[config.mk]
export PLATFORM = sky130hd
export DESIGN_NAME = display_scan_ctrl
export DESIGN_NICKNAME = d
export VERILOG_FILES = /design/src/rtl/stopwatch_disp_pkg.sv /design/src/rtl/display_scan_ctrl_tick_gen.sv /design/src/rtl/display_scan_ctrl.sv
export SDC_FILE = /design/constraint.sdc
export NUM_CORES = 1
export LEC_CHECK = 0
export CAP_MARGIN = 20
export CORE_MARGIN = 2
export CORE_UTILIZATION = 47
export CTS_BUF_LIST = sky130_fd_sc_hd__clkbuf_8 sky130_fd_sc_hd__clkbuf_16
export DETAILED_ROUTE_END_ITERATION = 12
export PLACE_DENSITY = 0.75
export SLEW_MARGIN = 10
export SYNTH_ARGS = -nofsm -noshare
export SYNTH_HDL_FRONTEND = slang
export SYNTH_SLANG_ARGS = --single-unit
export TNS_END_PERCENT = 5
[constraint.sdc]
create_clock -name clk -period 1.46 [get_ports clk]
set_input_delay 0.292 -clock clk [delete_from_list [all_inputs] [get_ports clk]]
set_output_delay 0.292 -clock clk [all_outputs]
set_load 0.02 [all_outputs]
[src/rtl/stopwatch_disp_pkg.sv]
// Shared definitions for the stopwatch display scan controller.
// Contents:
//   CODE_ERR_*    digit codes for the "-E01" error overlay. The decoder
//                 maps these codes to the glyphs '1', '0', 'E' and '-'.
//   disp_state_t  overlay FSM states.
package stopwatch_disp_pkg;

  localparam logic [3:0] CODE_ERR_ONE  = 4'b1110;
  localparam logic [3:0] CODE_ERR_ZERO = 4'b1101;
  localparam logic [3:0] CODE_ERR_E    = 4'b1100;
  localparam logic [3:0] CODE_ERR_DASH = 4'b1011;

  typedef enum logic {
    IDLE,
    ERR
  } disp_state_t;

endpackage

[src/rtl/display_scan_ctrl_tick_gen.sv]
// Prescaler for the display scan.
// The counter runs 0..DIV-1 and then wraps to 0. tick is high for one
// cycle on the cycle where the counter equals DIV-1.
// Ports:
//   clk      in   system clock, rising edge
//   reset_n  in   asynchronous active-low reset
//   tick     out  one-cycle pulse every DIV clocks
module tick_gen #(
  parameter int unsigned DIV = 50000
) (
  input  logic clk,
  input  logic reset_n,
  output logic tick
);

  localparam int unsigned CW = (DIV > 2) ? $clog2(DIV) : 1;
  localparam logic [CW-1:0] LAST = CW'(DIV - 1);

  logic [CW-1:0] count;

  assign tick = (count == LAST);

  always_ff @(posedge clk or negedge reset_n) begin
    if (!reset_n) begin
      count <= '0;
    end else if (tick) begin
      count <= '0;
    end else begin
      count <= count + CW'(1);
    end
  end

endmodule

[src/rtl/display_scan_ctrl.sv]
// Scan controller for the stopwatch 4-digit multiplexed 7-segment display.
// The block scans the four digits in turn. When the user asks for a mode
// change while the stopwatch is counting, the block shows the "-E01" error
// overlay for a fixed number of frames. When the stopwatch is stopped, the
// block grants the mode change instead.
// Optional feature macro: ERR_BLINK_EN. When it is defined, the overlay
// blanks the display on every other frame.
// Ports:
//   clk              in   1   system clock, rising edge
//   reset_n          in   1   asynchronous active-low reset
//   counting         in   1   stopwatch is running
//   mode_change_req  in   1   mode button pulse
//   digit_bcd        in   16  BCD digits; [3:0] is the rightmost digit (sel=0)
//   sel              out  2   current digit slot (registered)
//   an               out  4   active-low anodes (registered)
//   code             out  4   digit code for the decoder (combinational)
//   err_active       out  1   error overlay is shown (registered)
//   mode_change_ok   out  1   one-cycle grant pulse (registered)
module display_scan_ctrl
  import stopwatch_disp_pkg::*;
#(
  parameter int unsigned SCAN_DIV   = 50000,
  parameter int unsigned ERR_FRAMES = 500
) (
  input  logic        clk,
  input  logic        reset_n,
  input  logic        counting,
  input  logic        mode_change_req,
  input  logic [15:0] digit_bcd,
  output logic [1:0]  sel,
  output logic [3:0]  an,
  output logic [3:0]  code,
  output logic        err_active,
  output logic        mode_change_ok
);

  if (SCAN_DIV < 2 || ERR_FRAMES < 1) begin : g_param_check
    $error("display_scan_ctrl: SCAN_DIV must be >= 2 and ERR_FRAMES >= 1");
  end

  localparam int unsigned FW = $clog2(ERR_FRAMES + 1);
  localparam logic [FW-1:0] ERR_LOAD = FW'(ERR_FRAMES);

  logic          tick;
  logic          frame_end;
  logic [1:0]    sel_n;
  logic [3:0]    an_n;
  disp_state_t   state, state_n;
  logic [FW-1:0] frame_cnt, frame_cnt_n;
  logic          ok_n;

  tick_gen #(
    .DIV (SCAN_DIV)
  ) u_tick_gen (
    .clk     (clk),
    .reset_n (reset_n),
    .tick    (tick)
  );

  assign frame_end = tick && (sel == 2'd3);

  // The overlay FSM and the frame counter.
  always_comb begin
    state_n     = state;
    frame_cnt_n = frame_cnt;
    ok_n        = 1'b0;
    unique case (state)
      IDLE: begin
        if (mode_change_req && counting) begin
          state_n     = ERR;
          frame_cnt_n = ERR_LOAD;
        end else if (mode_change_req) begin
          ok_n = 1'b1;
        end
      end
      ERR: begin
        // A retrigger takes priority over the final frame end.
        if (mode_change_req && counting) begin
          frame_cnt_n = ERR_LOAD;
        end else if (mode_change_req) begin
          ok_n    = 1'b1;
          state_n = IDLE;
        end else if (frame_end) begin
          frame_cnt_n = frame_cnt - FW'(1);
          if (frame_cnt == FW'(1)) begin
            state_n = IDLE;
          end
        end
      end
      default: state_n = IDLE;
    endcase
  end

  // The anodes are derived from the next-state values. This keeps them
  // registered and aligned with sel on the same edge.
  always_comb begin
    sel_n = tick ? sel + 2'd1 : sel;
`ifdef ERR_BLINK_EN
    if (state_n == ERR && (frame_cnt_n[0] != ERR_LOAD[0])) begin
      an_n = '1;
    end else begin
      an_n = ~(4'b0001 << sel_n);
    end
`else
    an_n = ~(4'b0001 << sel_n);
`endif
  end

  always_ff @(posedge clk or negedge reset_n) begin
    if (!reset_n) begin
      sel            <= '0;
      an             <= 4'b1110;
      state          <= IDLE;
      frame_cnt      <= '0;
      err_active     <= 1'b0;
      mode_change_ok <= 1'b0;
    end else begin
      sel            <= sel_n;
      an             <= an_n;
      state          <= state_n;
      frame_cnt      <= frame_cnt_n;
      err_active     <= (state_n == ERR);
      mode_change_ok <= ok_n;
    end
  end

  // Select the digit code. Values above 9 pass through; the decoder blanks them.
  always_comb begin
    code = digit_bcd[4*sel +: 4];
    if (state == ERR) begin
      unique case (sel)
        2'd0: code = CODE_ERR_ONE;
        2'd1: code = CODE_ERR_ZERO;
        2'd2: code = CODE_ERR_E;
        2'd3: code = CODE_ERR_DASH;
        default: code = CODE_ERR_ONE;
      endcase
    end
  end

endmodule

==> run metrics <==
GR peak layer=met2; gpl congestion=0.830; die area=4460 µm²; Final #Nets=274; final hold vios=0; CTS tree=built; Cell Pwr Density=722 nW/µm²; CTS buffer count=5; Port-buffer cells=31; Die H=66.8 µm; cell count after synthesis=around 170; met1 Use GR=roughly 28%; failing checks=negative setup slack; CP Capture Type=output pin; # setup viols final=21; area leader, netlist=dfrtp_1; final cycle utilization of the critical path=134%; Post-synth EDFFs=0; Vias=around 1600; Yosys Warn Count=0; RR Startpoint=sel[0]$_DFF_PN0_; minimum clock period=1960 ps; CTS H-tree lvls=2; Max Cap Violations=0; Leakage=1.16 nW; Crit path required time=approximately 1200 ps; sequential-to-total area share from yosys stat=44.8%; post-route cell area=2760 µm²; WS Path Type=flop to output pin; FF-to-FF path depth=7; syn_nets=200; worst-margin pin slew=352 ps; met3 GRT Util=5.07%; TritonCTS Sinks=33; FF-to-FF setup slack=-260 ps; VDD IR max=680 µV; CP Launch Type=flop; Area after DPL=2520 µm²; R2R Path End=frame_cnt[2]$_DFFE_PN0P_; status=finished with violations; relative slew slack=76.4%; diode count=0; Hold Crit Class=input port to asynchronous set/reset pin; Max FO, Critical Path=4; initial antenna violation count=0; Max clock buf depth=2; num rows=22; Synth Flop Type=dfrtp_1; fin util=74.3%; Initial Util=49.9%; Max Clock Skew=11.1 ps; DRC viols=0; DR pass1 iterations=4; register bit total from synthesis=33; Total GRT Usage=about a quarter; DP Cell Count=284; Worst Path Arrival=approximately 1700 ps; unrepaired setup endpoints after global routing=true; DR iter-0 viols=82; share of flip-flops with an asynchronous set or reset=100%; Achievable Freq=0.511 GHz; grt total ovfl=0; CTS root buf=clkbuf_8; Layout area overhead=49.0%; Setup TNS Final=-3810 ps; DR WL/cell=15.5 µm; layout cell share with drive strength beyond 1=38.6%; top-area cell type share of the netlist area=40.5%; die width=66.8 µm; DP Wirelength=3.29 mm; Non-Filler Instances=297; fin. max-slew vios=0; Synth Cell Area=~1900 µm²; synth unique cells=42; drt via density=5.43; top cells by area, synth=dfrtp_1, mux4_2, mux2i_1, dfstp_2, ha_1; # IOs=32; vias in the first global route=~1700; clk_lat worst skew=290 ps; DRT Wirelength=4.60 mm; largest net degree at the start of global routing=34; ANT nets after route=0; Worst-path clk slew=70 ps; Final WS setup=-499 ps; met2 track demand over resource=42.4%; first-pass GRT wire length=7.85 mm; WHS=between 300 and 400 ps; Syn Area/Cell=10.6 µm²; core area=3720 µm²
==> metrics by stage <==
step | power [mW] | setup WS, ps
final | 1.99 | -499
after global routing | 2.05 | -539
after CTS | 2.01 | -466
after detailed placement | 1.13 | -766
after global placement | 1.12 | -742
after floorplan | 0.994 | -169
==> state kept, by name, indices dropped and copies added (netlist names) <==
| name | cells |
|---|---|
| an | 4 |
| sel | 2 |
| mode_change_ok | 1 |
| u_tick_gen.count | 16 |
| frame_cnt | 9 |
| state | 1 |
==> cell families after synthesis <==
family                   count (synthesis)  synth area share [%]
buffers and inverters                   13                  3.58
flip-flops                              33                  44.8
adder cells (fa/ha/maj)                  6                  4.05
multiplexers                            12                  9.18
AO/OA/AOI/OAI                           14                  4.59
XOR/XNOR                                13                  6.14
AND/OR/NAND/NOR                         83                  27.7
==> final cells by class <==
class / count / area (µm²)
clock inverters: 2 / 33.8
multi-input cells: 128 / 1060
flip-flops and latches: 33 / 837
fillers: 254 / 956
well taps: 48 / 60.1
inverters: 7 / 26.3
clock buffers: 6 / 82.6
repair buffers: 73 / 663
==> synth_stat cells, drive strengths merged (2+ instances only) <==
library cell and number:
dfrtp 30, nor2 18, nand2 14, nor3 12, mux2i 8, xor2 8, inv 7, nand4 7
and2 6, ha 6, nand3 6, a31oi 5, o21ai 5, xnor2 5, buf 4, mux4 4
and3 3, dfstp 3, nor4 3, and4 2, and4bb 2, clkbuf 2, nor2b 2, o31ai 2
or2 2
==> per-layer routing <==
layer | share of wire [%] | wire length [µm]
met1 | 41 | 1880
met2 | 53 | 2450
met3 | 3.9 | 178
met4 | 1.8 | 84
met5 | 0 | 0
==> worst max-delay path by stage <==
stage                           startpoint       to  slack (ps)
final                     sel[0]$_DFF_PN0_  code[3]        -500
after global routing      sel[0]$_DFF_PN0_  code[3]        -540
after CTS                 sel[0]$_DFF_PN0_  code[0]        -470
after detailed placement     digit_bcd[15]  code[3]        -770
after global placement       digit_bcd[15]  code[3]        -740
after floorplan           sel[0]$_DFF_PN0_  code[3]        -170
==> cells in the final DEF, fill, tap and decap left out, types with 2 or more instances in the layout <==
cell	instances
mux4_2	4
buf_6	7
ha_1	4
nand2_1	12
and2_1	5
inv_1	8
clkbuf_8	6
mux2i_1	8
nor3_2	3
a31oi_1	5
dfrtp_2	6
nand4_1	5
nor4_2	2
nor2b_1	2
buf_2	2
nand2_2	2
nand4_4	2
ha_2	2
o21ai_2	2
dlygate4sd2_1	5
o21ai_1	2
nor2_1	16
xnor2_1	5
xor2_1	8
clkdlybuf4s50_1	19
dfstp_2	3
dfrtp_1	24
nand3_1	5
buf_4	36
nor3_1	8
buf_12	3
and3_4	2
==> timing repair <==
action,CTS,global route
hold buffers,0,0
hold endpoints to repair,0,0
pin swaps,2,4
buffers inserted,5,0
gates resized for setup,45,21
setup endpoints to repair,34,31
==> power breakdown <==
| group | leakage (nW) | internal (mW) | switching [mW] |
|---|---|---|---|
| clock | 0.0626 | 0.549 | 0.335 |
| sequential | 0.392 | 0.918 | 0.00149 |
| combinational | 0.705 | 0.106 | 0.0824 |
| total | 1.16 | 1.57 | 0.419 |
==> worst max-delay path, stage by stage, from the launching register on <==
cell     delay, ps
dfrtp_2        420
buf_6          120
mux4_2         470
or2_4          240
buf_6          130
No activity file was read; power rests on OpenSTA's default activity.
